`config.mk`:
```
export PLATFORM = sky130hd
export DESIGN_NAME = fmc_adc_pattern_gen
export DESIGN_NICKNAME = d
export VERILOG_FILES = /design/src/rtl/fmc_adc_pattern_gen_pkg.sv /design/src/rtl/fmc_adc_pattern_gen_lfsr.sv /design/src/rtl/fmc_adc_pattern_gen.sv
export SDC_FILE = /design/constraint.sdc
export NUM_CORES = 1
export LEC_CHECK = 0
export CORE_MARGIN = 2
export CORE_UTILIZATION = 40
export DETAILED_ROUTE_END_ITERATION = 7
export RECOVER_POWER = 25
export SYNTH_ARGS = -nofsm -noshare
export SYNTH_HDL_FRONTEND = slang
export SYNTH_SLANG_ARGS = --single-unit
```
`constraint.sdc`:
```
create_clock -name sys_clk_i -period 7.6 [get_ports sys_clk_i]
set_clock_uncertainty 0.2 [all_clocks]
set_input_delay 1.52 -clock sys_clk_i [delete_from_list [all_inputs] [get_ports sys_clk_i]]
set_output_delay 1.52 -clock sys_clk_i [all_outputs]
set_load 0.02 [all_outputs]
```
`src/rtl/fmc_adc_pattern_gen_pkg.sv`:
```
// Shared definitions for the FMC ADC pattern generator.
// Mode codes, FSM states, LFSR taps/seeds, rotate helper.
package fmc_adc_pattern_gen_pkg;

  typedef enum logic [1:0] {
    MODE_RAMP   = 2'b00,
    MODE_LFSR   = 2'b01,
    MODE_TOGGLE = 2'b10,
    MODE_CONST  = 2'b11
  } mode_e;

  typedef enum logic [1:0] {
    ST_IDLE = 2'b00,
    ST_RUN  = 2'b01,
    ST_DONE = 2'b10
  } state_e;

  // Right-shift Galois masks.
  // x^32+x^22+x^2+x+1 and x^8+x^6+x^5+x^4+1.
  localparam logic [31:0] DATA_TAPS  = 32'h8020_0003;
  localparam logic [7:0]  VALID_TAPS = 8'hB8;

  localparam logic [31:0] DEF_DATA_SEED  = 32'hACE1_2468;
  localparam logic [7:0]  DEF_VALID_SEED = 8'h5A;

  function automatic logic [31:0] rotl32(
    input logic [31:0] v,
    input int unsigned n
  );
    int unsigned s;
    s = n % 32;
    if (s == 0) return v;
    return (v << s) | (v >> (32 - s));
  endfunction

endpackage

```
`src/rtl/fmc_adc_pattern_gen_lfsr.sv`:
```
// Generic right-shift Galois LFSR (module lfsr_galois).
// Ports: clk, reload (sync, loads SEED), step, state.
module lfsr_galois #(
  parameter int unsigned     WIDTH = 32,
  parameter logic [WIDTH-1:0] TAPS = '1,
  parameter logic [WIDTH-1:0] SEED = '1
) (
  input  logic             clk,
  input  logic             reload,
  input  logic             step,
  output logic [WIDTH-1:0] state
);

  always_ff @(posedge clk) begin
    if (reload) begin
      state <= SEED;
    end else if (step) begin
      state <= {1'b0, state[WIDTH-1:1]}
             ^ (state[0] ? TAPS : '0);
    end
  end

endmodule

```
`src/rtl/fmc_adc_pattern_gen.sv`:
```
// N-channel ADC stimulus: ramp/lfsr/toggle/const with
// LFSR-throttled valid. Ports: sys_clk_i, sys_rst_i, cfg_*,
// adc_data_o/_n_o, adc_valid_o, sample_cnt_o, busy_o.
// Optional burst mode: define ADC_PATGEN_BURST_EN.
module fmc_adc_pattern_gen
  import fmc_adc_pattern_gen_pkg::*;
#(
  parameter int unsigned g_num_channels = 4,
  parameter int unsigned g_data_width   = 16,
  parameter logic [31:0] g_seed         = DEF_DATA_SEED
) (
  input  logic                      sys_clk_i,
  input  logic                      sys_rst_i,
  input  logic                      cfg_en_i,
  input  logic [1:0]                cfg_mode_i,
  input  logic [g_data_width-1:0]   cfg_start_val_i,
  input  logic [g_data_width-1:0]   cfg_step_i,
  input  logic [7:0]                cfg_valid_thresh_i,
  input  logic [31:0]               cfg_burst_len_i,
  output logic [g_num_channels*g_data_width-1:0] adc_data_o,
  output logic [g_num_channels*g_data_width-1:0] adc_data_n_o,
  output logic                      adc_valid_o,
  output logic [31:0]               sample_cnt_o,
  output logic                      busy_o
);

  localparam int unsigned N = g_num_channels;
  localparam int unsigned W = g_data_width;

  state_e         state;
  mode_e          mode_q;
  logic [W-1:0]   step_q;
  logic [7:0]     thresh_q;
  logic [7:0]     rnd8;
  logic [31:0]    dstate;
  logic           start;
  logic           run;
  logic           ok;
  logic           fire;
  logic           reload;
  logic [N*W-1:0] bus_nxt;

`ifdef ADC_PATGEN_BURST_EN
  logic [31:0]    burst_q;
`else
  logic           unused_burst;
  assign unused_burst = ^cfg_burst_len_i;
`endif

  assign start  = (state == ST_IDLE) && cfg_en_i;
  assign run    = (state == ST_RUN);
  assign ok     = (thresh_q == 8'd0) || (rnd8 >= thresh_q);
  assign fire   = run && cfg_en_i && ok;
  // Keep both LFSRs at seed while idle so every start
  // replays the same sequences.
  assign reload = sys_rst_i || (state == ST_IDLE);
  assign busy_o = (state != ST_IDLE);

  lfsr_galois #(
    .WIDTH (8),
    .TAPS  (VALID_TAPS),
    .SEED  (DEF_VALID_SEED)
  ) u_valid_lfsr (
    .clk    (sys_clk_i),
    .reload (reload),
    .step   (run),
    .state  (rnd8)
  );

  lfsr_galois #(
    .WIDTH (32),
    .TAPS  (DATA_TAPS),
    .SEED  (g_seed)
  ) u_data_lfsr (
    .clk    (sys_clk_i),
    .reload (reload),
    .step   (fire && (mode_q == MODE_LFSR)),
    .state  (dstate)
  );

  for (genvar k = 0; k < N; k++) begin : g_ch
    logic [W-1:0]  pat;
    logic [31:0]   rot;
    logic [W-1:0]  cur;

    assign rot = rotl32(dstate, 4 * k);
    assign cur = (mode_q == MODE_LFSR) ? rot[W-1:0] : pat;
    assign bus_nxt[k*W +: W] = cur;

    always_ff @(posedge sys_clk_i) begin
      if (sys_rst_i) begin
        pat <= '0;
      end else if (start) begin
        if (cfg_mode_i == MODE_RAMP)
          pat <= cfg_start_val_i + W'(k);
        else
          pat <= cfg_start_val_i;
      end else if (fire) begin
        unique case (1'b1)
          mode_q == MODE_RAMP:   pat <= pat + step_q;
          mode_q == MODE_TOGGLE: pat <= ~pat;
          default:               pat <= pat;
        endcase
      end
    end
  end

  always_ff @(posedge sys_clk_i) begin
    if (sys_rst_i) begin
      state        <= ST_IDLE;
      mode_q       <= MODE_RAMP;
      step_q       <= '0;
      thresh_q     <= '0;
      adc_data_o   <= '0;
      adc_data_n_o <= '1;
      adc_valid_o  <= 1'b0;
      sample_cnt_o <= '0;
`ifdef ADC_PATGEN_BURST_EN
      burst_q      <= '0;
`endif
    end else begin
      unique case (state)
        ST_IDLE: begin
          adc_valid_o <= 1'b0;
          if (cfg_en_i) begin
            state        <= ST_RUN;
            mode_q       <= mode_e'(cfg_mode_i);
            step_q       <= cfg_step_i;
            thresh_q     <= cfg_valid_thresh_i;
            sample_cnt_o <= '0;
`ifdef ADC_PATGEN_BURST_EN
            burst_q      <= cfg_burst_len_i;
`endif
          end
        end
        ST_RUN: begin
          if (!cfg_en_i) begin
            state       <= ST_IDLE;
            adc_valid_o <= 1'b0;
          end else if (ok) begin
            adc_data_o   <= bus_nxt;
            adc_data_n_o <= ~bus_nxt;
            adc_valid_o  <= 1'b1;
            sample_cnt_o <= sample_cnt_o + 32'd1;
`ifdef ADC_PATGEN_BURST_EN
            if (burst_q != 32'd0 &&
                sample_cnt_o + 32'd1 == burst_q)
              state <= ST_DONE;
`endif
          end else begin
            adc_valid_o <= 1'b0;
          end
        end
        ST_DONE: begin
          adc_valid_o <= 1'b0;
          if (!cfg_en_i) state <= ST_IDLE;
        end
        default: begin
          state       <= ST_IDLE;
          adc_valid_o <= 1'b0;
        end
      endcase
    end
  end

endmodule

```
==> results of run 1 <==
layout make-up:
class | count | area share
clock inverter | 11 | 0.00513
inverter | 35 | 0.00699
tap | 511 | 0.0340
multi-input combinational | 1429 | 0.468
timing repair buffer | 221 | 0.115
clock buffer | 55 | 0.0593
sequential | 292 | 0.311
flip-flops by register name (all words and copies together), names as in the netlist:
name                flops
step_q                 16
thresh_q                8
adc_valid_o             1
state                   1
mode_q                  2
sample_cnt_o           32
u_valid_lfsr.state      8
adc_data_o             64
g_ch.pat               64
adc_data_n_o           64
u_data_lfsr.state      32
cells by family (layout without fill, tap and decap cells):
group,count (synthesis),count (layout)
adder cells (fa/ha/maj),80,80
XOR/XNOR,122,122
AO/OA/AOI/OAI,475,475
multiplexers,39,39
buffers and inverters,156,322
AND/OR/NAND/NOR,713,713
flip-flops,292,292
cells in the final DEF, fill, tap and decap left out, types with 15 or more instances in the layout:
cell / synthesis / layout
ha_1: 76 / 76
dfxtp_1: 292 / 292
o21a_1: 73 / 73
a2111oi_0: 19 / 19
clkbuf_16: 0 / 38
a211oi_1: 40 / 39
xnor2_1: 69 / 69
clkdlybuf4s50_1: 0 / 118
a21o_1: 24 / 24
dlygate4sd3_1: 0 / 87
buf_4: 2 / 15
nor3_1: 58 / 58
nand4_1: 16 / 16
xor2_1: 53 / 53
a21oi_1: 174 / 174
a31oi_1: 19 / 19
or3_1: 19 / 19
nand3_1: 56 / 56
inv_1: 34 / 34
nor2_1: 127 / 127
o21ai_0: 43 / 43
nand2_1: 359 / 359
mux2i_1: 36 / 36
and3_1: 24 / 24
synthesized netlist by cell type (all sizes together) (44+ instances only):
cell type / count / share of area
nand3: 57 / 0.019
a21oi: 174 / 0.057
nand2: 360 / 0.089
clkbuf: 77 / 0.019
ha: 76 / 0.062
xor2: 53 / 0.030
nor2: 128 / 0.032
xnor2: 69 / 0.040
nor3: 59 / 0.020
buf: 44 / 0.015
o21a: 74 / 0.037
o21ai: 44 / 0.015
dfxtp: 292 / 0.38
power by group through the flow:
stage               registers (uW)  clock network, uW  logic, uW
global route                  2110               1830       2150
finish                        2080               1730       1950
floorplan                     2210                  0       1110
CTS                           2080               1770       1990
detailed placement            2110                  0       1980
global placement              2110                  0       1950
metal layers:
metal  track usage  share of wire  wire length, um
met5             0              0                0
met4         0.108          0.041             2090
met3        0.0586          0.070             3530
met2         0.417           0.46            23500
met1         0.320           0.43            21600
stage by stage:
| stage | setup WS [ps] | area (um2) |
|---|---|---|
| after floorplan | 4090 | 15300 |
| after global placement | 2840 | 17600 |
| after global routing | 2260 | 18800 |
| after CTS | 3300 | 18800 |
| after detailed placement | 2740 | 17600 |
| final | 2430 | 18800 |
worst paths after layout:
path                           end  slack, ps             startpoint  cells past startpoint
setup / recovery   g_ch[1].pat[10]       2430               cfg_en_i                      5
hold / removal    adc_data_n_o[32]        240       adc_data_n_o[32]                      2
setup reg to reg    adc_data_o[61]       2860  u_valid_lfsr.state[0]                     11
hold reg to reg   adc_data_n_o[32]        240       adc_data_n_o[32]                      2
critical path, stage by stage:
cell and delay, ps:
dlygate4sd3_1 610, ha_1 1900, buf_4 800, mux2_2 410, a21oi_1 130
==> out/qor.txt, run 1 <==
Outcome: finished, violations left
Violated checks: max-capacitance violations, max-slew violations
Largest family of logic cells by synthesized area: compound AO/OA/AOI/OAI gates
Placed insts: 2488
Post-CTS Resized: 0
Synth Instances: 1877
Syn avg cell area: 8.13 um2
Final hold vios: 0
Clk sinks: 292
Number of diodes: 0
Fin crit period: 5170 ps
CP startpoint kind: primary input
Hold Path Class: reg -> reg
I/O pin count: 239
Final setup TNS: 0 ps
Reg clk slew, reported paths: 60 ps
Core box area: 37600 um2
Die X-Extent: 199 um
CP Data Required Time: 7850 ps
Clk buf depth: 3
Crit. End Element: register
Critical Path AT: 5420 ps
HPWL after detailed placement: 36300 um
TritonRoute pass-1 iters: 6
Mux cell area share after synthesis: 0.0258
Cell Pwr Density: 307 nW/um2
Ratio of cells with drive above 1 in the final layout: 0.0514
Gpl congestion: 0.919
Vias in the first global route: 13500
TritonCTS clock tree: yes
Post-CTS Setup Repair Bufs: 0
Reg area: 5850 um2
Register area share after synthesis: 0.383
Main synth FF type: dfxtp_1
PortBufs: 206
Count of final setup violators: 0
Yosys Warn Count: 0
Number of flops mapped to enable cells by yosys: 0
Clock Root Buffer: clkbuf_16
Floorplan die height: 199 um
Pin count of the biggest net entering global routing: 78
Die ar.: 39700 um2
Htree depth: 2
Seq cells post-synth: 292
Final net count: 2172
Layout Cells excl Fill: 2554
Leak: 0.00768 uW
Vias per inst: 5.55
Fin crit share: 0.680
Sw power: 2130 uW
Final Max Tran Viols: 99
RSZ-0062 raised after global routing: false
Switching Fraction: 0.369
DRC viols: 0
Post-Route WL: 50800 um
Initial antenna violation count: 0
Post-synthesis simple-gate area fraction: 0.205
1st-iter DRT viols: 887
CTS Buf Count: 36
Hold slack: 235 ps
First-pass GRT wire length: 77800 um
Fill cell count: 3685
Avg WL per Cell: 19.9 um
Critical setup path kind: in -> reg
Hold buffers post-CTS: 0
Logic pwr share: 0.339
Multi-input gate area: 8800 um2
Syn Std Cell Area: 15300 um2
Compound-Gate Fraction of Synth Area: 0.206
Clock power frac: 0.301
Layout Area Growth over Synthesis: 23.2%
Tot Pwr: 5770 uW
Gr usage total: 0.254
Core Util, Final: 0.500
Adder-Cell Fraction of Synth Area: 0.0676
Achievable Freq: 193 MHz
Netlist cell types: 71
ANT nets after route: 0
Syn_nets: 2034
Worst vdd ir: 155 uV
Std cell rows: 71
XOR/XNOR Fraction of Synth Area: 0.0701
Worst-margin pin slew: 2510 ps
Total gr overflow: 0
Initial Util: 0.406
Flop pwr share: 0.361
Max cap viols: 2
Pint: 3640 uW
Critical Path Fanout Max: 55
Worst skew pair latency: 540 ps
Vias after detailed routing: 14200
Slew headroom: -0.676
Post-synth ARST share: 0
No activity file was read; power rests on OpenSTA's default activity.
==> run 2, diff against run 1 <==
clock period = 5.03 ns   (was 7.6 ns; I/O delays follow)
==> run 2 against run 1 <==
The run still ends with max-capacitance violations, max-slew violations left. Critical path depth decreased by 1. Critical path type unchanged. Via count grew 0.25%. Clock-buffer cell count fell by 6. Sequential share of layout area fell by 0.34 points. Combinational power rose by 52%. Critical endpoint is now adc_data_o[33]. Core utilization increased by 0.55 points. Clock power up 62%. Sequential cell count is the same.
==> out/qor.txt, run 2 (synthesis results as in run 1) <==
Slew headroom: -0.677 (-0.000883)
Cell Pwr Density: 470 nW/um2 (+53%)
Gpl congestion: 0.945 (+2.8%)
Crit Reg-Reg Startpoint: u_valid_lfsr.state[0]
Post-Route WL: 50800 um (about the same)
PortBufs: 206 (unchanged)
Initial Util: 0.406 (unchanged)
DRC viols: 0 (unchanged)
Crit. End Element: register
Count of final setup violators: 0 (unchanged)
Hold Path Class: reg -> reg
Worst setup margin: 857 ps (-1570 ps)
Vias per inst: 5.54 (about the same)
Core Util, Final: 0.506 (+0.00546)
R2r setup slk: 1220 ps (-1640 ps)
RSZ-0062 raised after global routing: false
CP startpoint: sys_rst_i
CTS Buf Count: 35 (-2.8%)
Commonest cells after routing, fill and taps aside: nand2_1 (358), dfxtp_1 (292), a21oi_1 (174)
Initial antenna violation count: 0 (unchanged)
Hold buffers post-CTS: 0 (unchanged)
Die X-Extent: 199 um (unchanged)
Htree depth: 2 (unchanged)
CP peak stage delay: 1760 ps (-140 ps)
CP Capture Point: adc_data_o[33]
Max cap viols: 1 (-1)
Leak: 0.00779 uW (+1.4%)
Total gr overflow: 0 (unchanged)
Critical Path Fanout Max: 50 (-9.1%)
Worst skew pair latency: 520 ps (-20 ps)
Crit path cell chain: clkbuf_1 -> clkbuf_2 -> a21oi_1 -> o21a_1
Final net count: 2183 (+0.51%)
Worst r2r dst: adc_data_o[46]
First-pass GRT wire length: 77600 um (-0.29%)
Vias after detailed routing: 14200 (+0.25%)
1st-iter DRT viols: 827 (-6.8%)
Final Instance Area: 19000 um2 (+1.1%)
Final Max Tran Viols: 46 (-54%)
Core box area: 37600 um2 (unchanged)
TritonRoute pass-1 iters: 6 (unchanged)
Pin count of the biggest net entering global routing: 90 (+15%)
Worst vdd ir: 261 uV (+68%)
Post-CTS Setup Repair Bufs: 0 (unchanged)
R2R cell count: 11 (unchanged)
Final setup TNS: 0 ps (unchanged)
Post-CTS Resized: 0 (unchanged)
TritonCTS clock tree: yes
Ratio of cells with drive above 1 in the final layout: 0.0575 (+0.00611)
Dpl cell area: 17700 um2 (+0.65%)
Final hold vios: 0 (unchanged)
CP Data Required Time: 5240 ps (-2610 ps)
Critical setup path kind: in -> reg
Die ar.: 39700 um2 (unchanged)
Floorplan die height: 199 um (unchanged)
Violated checks: max-capacitance violations, max-slew violations
Post-Place Worst Slack: 1030 ps (-1710 ps)
Most common cell after layout, fill and taps aside: nand2_1
Vias in the first global route: 13600 (+1.1%)
Outcome: finished, violations left
Avg WL per Cell: 19.8 um (-0.28%)
Fin crit share: 0.830
Std cell rows: 71 (unchanged)
ANT nets after route: 0 (unchanged)
Clock Root Buffer: clkbuf_16
I/O pin count: 239 (unchanged)
Gr usage total: 0.253 (-0.00146)
Biggest regs: adc_data_n_o: 64 flops, adc_data_o: 64 flops, g_ch.pat: 64 flops
Hold slack: 237 ps (+1.51 ps)
CP max stage cell: clkbuf_1
Critical Path AT: 4380 ps (-1040 ps)
Fin crit period: 4170 ps
Worst-margin pin slew: 2520 ps (+1.32 ps)
Layout Area Growth over Synthesis: 24.6%
HPWL after detailed placement: 36800 um (+1.5%)
Clk buf depth: 3 (unchanged)
Reg clk slew, reported paths: 60 ps (about the same)
Number of diodes: 0 (unchanged)
Achievable Freq: 240 MHz
Clk sinks: 292 (unchanged)
CP startpoint kind: primary input
[run 2: worst min path at each step]
stage                                from               endpoint  slack (ps)  cells after the start
global placement         adc_data_n_o[27]       adc_data_n_o[27]         230                      2
floorplan           u_valid_lfsr.state[2]  u_valid_lfsr.state[1]         220                      1
global route             adc_data_n_o[32]       adc_data_n_o[32]         250                      2
finish                   adc_data_n_o[11]       adc_data_n_o[11]         240                      2
detailed placement       adc_data_n_o[11]       adc_data_n_o[11]         230                      2
CTS                      adc_data_n_o[11]       adc_data_n_o[11]         240                      2
[run 2: final cells by class]
type | instances | area, um2
clock buffer | 49 | 1020
inverter | 35 | 131
tap | 511 | 639
timing repair buffer | 233 | 2280
clock inverter | 14 | 270
multi-input combinational | 1429 | 8810
fill | 3624 | 18600
sequential | 292 | 5850
[run 2: report_power, final]
part	switching (uW)	leakage, uW	internal (uW)
Combinational	1760	0.00477	1200
Clock	1030	0.000630	1780
Sequential	430	0.00239	2730
Total	3220	0.00779	5700
[run 2: worst max-delay path, delay by kind of cell]
kind | cells | cell delay [ps]
buffers and inverters | 2 | 2810
AO/OA/AOI/OAI | 2 | 540
[run 2: per-layer routing]
| layer | global-route usage | vias to the layer above | wire [um] |
|---|---|---|---|
| met4 | 0.113 | 0 | 2400 |
| met3 | 0.0537 | 106 | 3730 |
| met1 | 0.319 | 6711 | 21500 |
| met5 | 0 | - | 0 |
| li1 | - | 6917 | - |
| met2 | 0.415 | 468 | 23200 |
[run 2: stage by stage]
step                cells  power, uW
floorplan            1877       5010
global placement     2500       6150
detailed placement   2500       6210
CTS                  2563       9030
global route         2563       9410
finish               2563       8920
==> run 3, diff against run 2 <==
clock period = 4.35 ns   (was 5.03 ns; I/O delays follow)
==> run 3 against run 2 <==
The flow still finishes with violations (max-capacitance violations, max-slew violations). Critical path depth unchanged. Setup slack worse by 320 ps. Worst hold slack worse by 1.0 ps. Combinational power up 15%. Clock power up 11%. Non-clock buffer count up 16. Routed wire length up 1.6%. Clock-buffer cell count down 1. Global-route usage up 0.61 points. Final cell count up 0.51%. Register-to-register slack worse by 420 ps. Critical path type unchanged. Largest cell class unchanged. Largest power group unchanged.
==> out/qor.txt, run 3 (synthesis results as in run 1) <==
Worst vdd ir: 283 uV (+8.4%)
Initial antenna violation count: 0 (unchanged)
DRC viols: 0 (unchanged)
Tot Pwr: 10100 uW (+13%)
R2R cell count: 10 (-1)
PortBufs: 206 (unchanged)
Gpl congestion: 0.918 (-2.9%)
Final setup TNS: 0 ps (unchanged)
Achievable Freq: 262 MHz
Critical path's top delay family: buffers and inverters
Htree depth: 2 (unchanged)
Met1 wire length: 22100 um (+2.8%)
Total gr overflow: 0 (unchanged)
1st-iter DRT viols: 803 (-2.9%)
Reg clk slew, reported paths: 60 ps (about the same)
Std cell rows: 71 (unchanged)
Hold buffers post-CTS: 0 (unchanged)
Clk buf depth: 3 (unchanged)
TritonRoute pass-1 iters: 5 (-1)
Clk sinks: 292 (unchanged)
CP max stage cell: buf_2
Initial Util: 0.406 (unchanged)
Slew headroom: -0.928 (-0.251)
Final Max Tran Viols: 144 (+210%)
Crit path buf inv count: 2 (unchanged)
Die ar.: 39700 um2 (unchanged)
Vias per inst: 5.55 (+0.13%)
Die X-Extent: 199 um (unchanged)
ANT nets after route: 0 (unchanged)
Met3 routed WL: 3710 um (-0.56%)
Pin count of the biggest net entering global routing: 144 (+60%)
Post-CTS Resized: 0 (unchanged)
Count of final setup violators: 0 (unchanged)
Post-CTS Setup Repair Bufs: 0 (unchanged)
Floorplan die height: 199 um (unchanged)
Avg WL per Cell: 20.0 um (+1.1%)
Final hold vios: 0 (unchanged)
Ratio of cells with drive above 1 in the final layout: 0.0625 (+0.00496)
Outcome: finished, violations left
Crit path cell chain: clkbuf_1 -> buf_2 -> a21oi_1 -> o21a_1
Hold Path Class: reg -> reg
Number of diodes: 0 (unchanged)
Fin crit period: 3820 ps
Post-Route WL: 51600 um (+1.6%)
R2r setup slk: 800 ps (-420 ps)
Hold slack: 236 ps (-1.02 ps)
Biggest regs: adc_data_n_o: 64 flops, adc_data_o: 64 flops, g_ch.pat: 64 flops
Crit Reg-Reg Startpoint: step_q[0]
Multi-input gate area: 8810 um2 (about the same)
Gr usage total: 0.259 (+0.00606)
HPWL after detailed placement: 37300 um (+1.4%)
RSZ-0062 raised after global routing: false
Vias in the first global route: 13800 (+1.2%)
CP Data Required Time: 4570 ps (-670 ps)
Critical setup path kind: in -> reg
Hold Path Depth: 2 (unchanged)
Hold path startpoint: adc_data_n_o[48]
Critical Path Fanout Max: 143 (+190%)
Reg area: 5850 um2 (unchanged)
Max cap viols: 1 (unchanged)
Worst r2r dst: g_ch[3].pat[14]
I/O pin count: 239 (unchanged)
Layout Area Growth over Synthesis: 25.0%
Leak: 0.00781 uW (+0.28%)
DR WL met2: 23500 um (+1.5%)
Fin crit share: 0.877
Layout Cells excl Fill: 2576 (+0.51%)
Clock Root Buffer: clkbuf_16
Vias after detailed routing: 14300 (+0.63%)
First-pass GRT wire length: 79300 um (+2.2%)
Fill cell count: 3628 (+0.11%)
Hold endpoint: adc_data_n_o[48]
Core box area: 37600 um2 (unchanged)
Core Util, Final: 0.507 (+0.00163)
CP peak stage delay: 2050 ps (+290 ps)
Worst-margin pin slew: 2890 ps (+376 ps)
Violated checks: max-capacitance violations, max-slew violations
Placed insts: 2516 (+0.64%)
Final net count: 2199 (+0.73%)
TritonCTS clock tree: yes
Uppermost layer routed: met4
Most common cell after layout, fill and taps aside: nand2_1
Worst skew pair latency: 530 ps (about the same)
CP startpoint kind: primary input
Critical Path AT: 4030 ps (-350 ps)
Commonest cells after routing, fill and taps aside: nand2_1 (358), dfxtp_1 (292), a21oi_1 (174)
Crit. End Element: register
CTS Buf Count: 35 (unchanged)
Cell Pwr Density: 531 nW/um2 (+13%)
-- run 3: cell count changes in the layout (fill, tap and decap cells not counted), moves of 2 or more --
cell | previous run | this run
clkbuf_8 | 9 | 6
clkinv_2 | 4 | 2
clkbuf_1 | 6 | 8
clkdlybuf4s50_1 | 116 | 127
dlygate4sd3_1 | 89 | 78
buf_4 | 24 | 39
-- run 3: worst max-delay path by stage --
stage               slack, ps  cells past startpoint               start               to
floorplan                1490                     11  cfg_start_val_i[8]  g_ch[1].pat[15]
global placement          530                      9  cfg_start_val_i[9]  g_ch[1].pat[15]
detailed placement        510                      9  cfg_start_val_i[9]  g_ch[1].pat[15]
CTS                       840                     10           step_q[0]  g_ch[3].pat[14]
global route              400                      4           sys_rst_i   adc_data_o[33]
finish                    530                      4           sys_rst_i   adc_data_o[32]
-- run 3: final cells by class --
class	instances	area share
inverters	35	0.00689
repair buffers	249	0.127
well taps	511	0.0335
clock buffers	48	0.0517
flip-flops and latches	292	0.307
multi-input cells	1429	0.462
clock inverters	12	0.0125
-- run 3: power breakdown --
group          switching [uW]  total, uW  internal (uW)  leakage, uW
Combinational            2020       3400           1380      0.00483
Clock                    1190       3130           1940     0.000589
Sequential                456       3580           3130      0.00239
Total                    3660      10100           6450      0.00781
-- run 3: worst reg2reg max path: cells and delay by family (launching register included) --
| kind | cells | cell delay, ps |
|---|---|---|
| adders and majority gates | 2 | 690 |
| DFF | 1 | 380 |
| AOI/OAI and AO/OA | 7 | 2070 |
| xor gates and xnor gates | 1 | 110 |
-- run 3: layer usage --
layer | track usage | vias to the layer above
li1 | - | 6935
met1 | 0.327 | 6749
met2 | 0.424 | 494
met3 | 0.0542 | 114
met4 | 0.116 | 0
met5 | 0 | -
-- run 3: stage by stage --
stage / setup slack (ps) / instance area [um2]
final: 533 / 19100
after global routing: 400 / 19100
after CTS: 844 / 19100
after detailed placement: 506 / 17900
after global placement: 530 / 17900
after floorplan: 1490 / 15300
